### config.mk
export PLATFORM = sky130hd
export DESIGN_NAME = valid_array_sa
export DESIGN_NICKNAME = d
export VERILOG_FILES = /design/src/rtl/valid_array_sa.sv
export SDC_FILE = /design/constraint.sdc
export NUM_CORES = 1
export LEC_CHECK = 0
export CORE_MARGIN = 3
export CORE_UTILIZATION = 40
export CTS_CLUSTER_DIAMETER = 60
export DETAILED_ROUTE_END_ITERATION = 10
export HOLD_SLACK_MARGIN = 0.03
export SLEW_MARGIN = 20
export SYNTH_ARGS = -nofsm -noshare
export SYNTH_HDL_FRONTEND = slang
export SYNTH_SLANG_ARGS = --single-unit
### constraint.sdc
create_clock -name clk -period 6.19 [get_ports clk]
set_input_delay 1.238 -clock clk [delete_from_list [all_inputs] [get_ports clk]]
set_output_delay 1.238 -clock clk [all_outputs]
set_load 0.005 [all_outputs]
### src/rtl/valid_array_sa.sv
// Valid-bit store for the set-associative cache: same-cycle lookup, per-set victim
// selection (first invalid way, else round-robin) and a one-set-per-cycle flush sequencer.
module valid_array_sa #(
    parameter int SETS  = 8,
    parameter int WAYS  = 4,
    parameter int IDX_W = 3,
    parameter int WAY_W = 2
) (
    input  logic             clk,
    input  logic             reset,
    input  logic [IDX_W-1:0] rd_index,
    output logic [WAYS-1:0]  valid_out,
    output logic [WAY_W-1:0] victim_way,
    output logic             set_full,
    input  logic             fill_en,
    input  logic [IDX_W-1:0] fill_index,
    input  logic [WAY_W-1:0] fill_way,
    input  logic             inv_en,
    input  logic [IDX_W-1:0] inv_index,
    input  logic [WAY_W-1:0] inv_way,
    input  logic             flush_req,
    output logic             flush_busy,
    output logic             flush_done
);

    typedef enum logic [1:0] {IDLE, FLUSH, DONE} state_t;

    state_t                     state, state_next;
    logic [SETS-1:0][WAYS-1:0]  valid;
    logic [SETS-1:0][WAY_W-1:0] rr;
    logic [IDX_W-1:0]           cnt;
    logic [WAYS-1:0]            rd_bits;
    logic                       found;

    always_ff @(posedge clk or negedge reset) begin
        if (!reset) state <= IDLE;
        else        state <= state_next;
    end

    always_comb begin
        state_next = state;
        flush_busy = 1'b0;
        flush_done = 1'b0;
        case (state)
            IDLE:  if (flush_req) state_next = FLUSH;
            FLUSH: begin
                flush_busy = 1'b1;
                if (cnt == IDX_W'(SETS - 1)) state_next = DONE;
            end
            DONE: begin
                flush_done = 1'b1;
                state_next = IDLE;
            end
            default: state_next = IDLE;
        endcase
    end

    // Invalidate is written after fill so it wins on a same-entry collision;
    // the rr advance still looks at the pre-edge fullness of the fill set.
    always_ff @(posedge clk or negedge reset) begin
        if (!reset) begin
            valid <= '0;
            rr    <= '0;
            cnt   <= '0;
        end else begin
            case (state)
                IDLE: begin
                    if (flush_req) begin
                        cnt <= '0;
                    end else begin
                        if (fill_en) begin
                            valid[fill_index][fill_way] <= 1'b1;
                            if (&valid[fill_index])
                                rr[fill_index] <= rr[fill_index] + WAY_W'(1);
                        end
                        if (inv_en)
                            valid[inv_index][inv_way] <= 1'b0;
                    end
                end
                FLUSH: begin
                    valid[cnt] <= '0;
                    rr[cnt]    <= '0;
                    cnt        <= cnt + IDX_W'(1);
                end
                default: ;
            endcase
        end
    end

    always_comb begin
        rd_bits    = valid[rd_index];
        valid_out  = '0;
        set_full   = 1'b0;
        victim_way = '0;
        found      = 1'b0;
        if (state != FLUSH) begin
            valid_out = rd_bits;
            set_full  = &rd_bits;
            if (set_full) begin
                victim_way = rr[rd_index];
            end else begin
                for (int unsigned w = 0; w < WAYS; w++) begin
                    if (!found && !rd_bits[w]) begin
                        victim_way = WAY_W'(w);
                        found      = 1'b1;
                    end
                end
            end
        end
    end

endmodule

# --- Word-level counts from Yosys, hierarchy flattened ---
# Index checks and enable logic that the tools add are counted.
totals:
  reg_bits: 53
  input_bits: 18
  out_inout_bits: 9
  word_cells: 125
classes:
  add_sub_neg: 2
  order_cmp: 11
  n_eq_ne: 9
  n_mux: 56
  bitwise_logic: 7
  n_reduce_logical: 22
op_table:
  columns: ["op", "n"]
  rows:
  - ["two-way mux 32 bit", 5]
  - ["AND 32 bit", 2]
  - ["NOT 32 bit", 2]
  - ["case mux 32 bit (2 select lines)", 1]
  - ["two-way mux 16 bit", 3]
  - ["demux 4 bit (select 3 bit)", 3]
  - ["OR 32 bit", 1]
  - ["case mux 16 bit (2 select lines)", 1]
  - ["binary-select mux 4 bit (select 3 bit)", 2]
  - ["two-way mux 4 bit", 6]
  - ["two-way mux 2 bit", 10]
  - ["AND 16 bit", 1]
  - ["bitwise mux 16 bit", 1]
  - ["less-than comparator 3 x 4 -> 1 bit (second input constant)", 4]
  - ["NOT 16 bit", 1]
  - ["two-way mux 1 bit", 15]
  - ["binary-select mux 2 bit (select 3 bit)", 2]
  - ["demux 2 bit (select 3 bit)", 2]
  - ["AND reduction 4 bit", 3]
  - ["!= test 2 bit (second input constant)", 5]
  - [">= comparator 3 x 1 -> 1 bit (second input constant)", 3]
  - ["logical AND 1 bit", 8]
  - ["logical NOT 1 bit", 6]
  - ["less-than comparator 2 x 3 -> 1 bit (second input constant)", 2]
  - ["14 further kinds", 18]

# --- Logic depth before layout (Yosys ltp) ---
depth:
  ltp_word: 20
  depth_mapped: 9
  mapped_depth_nobuf: 5

# --- Worst setup path before layout ---
# OpenSTA, ideal clock, no wires.
synth_timing:
  path_type: "input port to output port"
  startpoint: "input port rd_index[0]"
  endpoint: "output port victim_way[0]"
  arrival_time_ns: 2.623
  required_ns: 4.952
  setup_slack_ns: 2.329
  cell_stages: 5
  path_buffers: 1
  path_cell_list: "buf_2 -> mux4_2 -> mux2i_1 -> nor4_1 -> a221oi_1"
synth_via:
  elab_chain_cells: 20
  elab_cells_between_ends: 28
  cone_classes: "mux (18); reduce/logical (10)"
synth_rtl:
  columns: ["item", "line", "rtl"]
  rows:
  - ["start: declaration", "11", "input logic [IDX_W-1:0] rd_index,"]
  - ["binary-select mux 4 bit (select 3 bit)", "91", "rd_bits = valid[rd_index];"]
  - ["two-way mux 4 bit (implied by the code)", "91", null]
  - ["two-way mux 1 bit", "103", "if (!found && !rd_bits[w]) begin"]
  - ["two-way mux 1 bit", "99", "if (set_full) begin"]
  - ["two-way mux 1 bit", "96", "if (state != FLUSH) begin"]
  - ["logical NOT 1 bit", "103", null]
  - ["logical AND 1 bit", "103", null]
  - ["two-way mux 1 bit", "103", null]
  - ["(+4 left out)", null, null]
  - ["two-way mux 1 bit", "103", null]
  - ["two-way mux 1 bit", "99", null]
  - ["two-way mux 1 bit", "96", null]
  - ["logical NOT 1 bit", "103", null]
  - ["logical AND 1 bit", "103", null]
  - ["two-way mux 2 bit", "103", null]
  - ["two-way mux 2 bit (*)", "99", null]
  - ["two-way mux 2 bit (*)", "96", null]
  - ["end: declaration", "13", "output logic [WAY_W-1:0] victim_way,"]
# Mark *: on every way between the ends. The rest lies on a longest branch, timed or not. The select of a mux whose other input is x is not followed.

# --- Worst setup path in the final report ---
# Same ends and word-level chain as after synthesis.

==> results.yml <==
status:
  status: "finished, final reports clean"
floorplan:
  fp.dieH_um: 98.9
  die_w_um: 98.9
  design.die.area_um2: 9770
  ios: 27
  core_area_um2: 8300
  rows: 33
  start_util_pct: 41.6
sta:
  fin_hold_ws_ps: 552
  grt_setup_unrepaired: "no"
  fmaxAchievable_mhz: 194
  drv_slew: 0
  setup_viol_count_final: 0
  fin_crit_ps: 5160
  tns_ps: 0
  finalCritPeriodShare_pct: 83.3
  worst_pin_slew_ps: 1010
  hold_viol_final: 0
  fin_worst_skew_ps: 13.5
  slew_headroom_pct: 32.7
layout:
  postLayoutCoreUtil_pct: 46.1
  layout.nets: 376
  antenna_cells: 0
  area_growth_pct: 10.9
  drive_above_1_share_pct: 11.0
pwr:
  combPwrFrac_pct: 34.3
  power_frac_seq_pct: 45.7
  total_power_uw: 991
  power_frac_clock_pct: 20.1
  p_per_area_nw_per_um2: 259
  power.switching_uw: 389
  p_leak_uw: 0.00163
  irDropWorstVdd_uv: 128
  internal_power_uw: 602
  p_sw_share_pct: 39.3
min_path:
  hold_path_class: "reg -> reg"
  hold_path_depth: 2
synth:
  synth_commonest_cells: "dfrtp_1 (53), a21oi_1 (46), nand2_1 (28), mux2i_1 (23), nor2_1 (21)"
  yosysMostFrequentCell: "dfrtp_1"
  synth_edf_count: 0
  postSynthCellCount: 340
  ys_ff_latch: 53
  syn_nets: 360
  ys_seq_area_share_pct: 38.4
  synthArstFlopShare_pct: 100
  ys_warn_count: 0
  syn_area_um2: 3450
  yosysUniqueCellTypes: 51
  synth_top_area_cell: "dfrtp_1"
  synth.top_cell.area_share_pct: 38.4
  synthFlopType: "dfrtp_1"
  netlist_top_cells_area: "dfrtp_1 (38%), mux4_2 (10%), a21oi_1 (6.7%)"
  synth_area_per_cell_um2: 10.1
global_route:
  grt_max_degree: 54
  grt_overflow_total: 0
  grt.total_usage_pct: 21.2
  antenna_found_initial: 0
  grt_pass1_wl_um: 15900
  grt_pass1_vias: 2794
setup_path:
  critPathLaunchType: "input pin"
  critPathMaxFanout: 8
  crit_buf_inv: 3
  timing.critical_path.mode_cell: "clkdlybuf4s50_1"
  worst_path_max_delay_cell: "clkdlybuf4s50_1"
  crit_family: "buffers and inverters"
  max_stage_delay_ps: 650
  r2r_cells: 5
  critPathCaptureType: "output pin"
  worstSetupPathType: "in -> out"
  required_ps: 4950
  cp.arrival_ps: 3920
  cp.depth: 7
  worstPathCellList: "clkdlybuf4s50_1 -> buf_4 -> mux4_2 -> mux2i_1 -> nor4_1 -> a221oi_1 -> clkdlybuf4s50_1"
clocking:
  clock_tree.buffer_depth: 2
  cts_inserted_buffers: 5
  cts.hold.buffers_added: 0
  htree_levels: 2
  postCtsSetupRepairBufs: 0
  cts_tree: "done"
  clk_latency_ps: 310
  cts-resized-gates: 0
  clock_sinks: 53
  path_clk_slew_ps: 90
  root_buffer: "clkbuf_8"
route:
  dr_total_vias: 2917
  drt.antenna.violating_nets: 0
  drtPass1Iterations: 6
  first_iter_violations: 232
  wl_um: 10100
  routed_via_density: 6.33
  drc: 0
  wl_per_cell_um: 21.8
place:
  hpwl_um: 7340
  place.gp.congestion: 0.854
  io_buffers: 26
job:
  max_cap_violations: 0
flip-flops by register name, indices dropped and copies added, names as in the netlist:
name   flops
cnt        3
rr        16
state      2
valid     32
cell usage in the layout, fill, tap and decap left out, types with 3 or more instances in the layout:
master,instances
nand2_1,28
a22o_1,3
and3_1,9
buf_4,4
inv_1,4
and4_1,3
nand2b_1,8
a22oi_1,4
mux2_1,4
clkdlybuf4s50_1,25
dfrtp_1,53
nor2b_1,8
o21ai_0,11
nand3_1,6
o21ai_1,5
clkbuf_8,5
nor2_1,21
o31ai_1,6
a32o_1,6
nand4_1,8
a21o_1,3
mux4_2,16
mux2i_1,23
a211oi_1,9
and2_1,4
a21oi_1,46
per-stage QoR:
stage | worst slack, ps | area, um2 | cells
3_3_place_gp | 1030 | 3740 | 454
3_5_place_dp | 991 | 3740 | 454
4_1_cts | 999 | 3830 | 461
2_1_floorplan | 2330 | 3450 | 340
5_1_grt | 889 | 3830 | 461
6_report | 1030 | 3830 | 461
metal layers:
metal  global-route usage [%]  share of wire [%]
met4                     6.41                2.6
met1                     31.2                 46
met5                        0                  0
met3                     2.76                5.7
met2                     32.6                 46
kinds of logic after synthesis:
group / count (synthesis) / share of synthesized area (%)
fa+ha+maj: 2 / 0.725
compound gates: 101 / 18.6
xor+xnor: 1 / 0.254
simple gates: 110 / 17.4
buf+inv: 27 / 4.28
flops: 53 / 38.4
mux: 46 / 20.3
power groups by stage:
| stage | Sequential [uW] | Combinational [uW] | Clock, uW |
|---|---|---|---|
| 6_report | 453 | 340 | 199 |
| 5_1_grt | 461 | 379 | 216 |
| 4_1_cts | 451 | 338 | 202 |
| 3_5_place_dp | 458 | 336 | 0 |
| 3_3_place_gp | 457 | 333 | 0 |
| 2_1_floorplan | 429 | 248 | 0 |
path summary, 6_finish.rpt:
path,from,slack (ps),endpoint
max,rd_index[0],1030,victim_way[0]
min,valid[0],550,valid[0]
max reg2reg,state[1],3410,rr[11]
min reg2reg,valid[0],550,valid[0]
max in group asynchronous,reset,4680,valid[0]
min in group asynchronous,reset,1050,rr[8]
worst register-to-register path: stages (launching register included):
cell,delay (ps)
dfrtp_1,450
nor4b_2,680
o31ai_1,200
nor4_2,660
and4_1,540
a22o_1,200
layout make-up:
| cell class | instances | area, um2 |
|---|---|---|
| fillers | 786 | 4470 |
| multi-input cells | 260 | 1980 |
| flip-flops and latches | 53 | 1330 |
| repair buffers | 30 | 285 |
| well taps | 105 | 131 |
| clock buffers | 5 | 68.8 |
| inverters | 6 | 22.5 |
| clock inverters | 2 | 16.3 |
No activity file was read; power rests on OpenSTA's default activity.
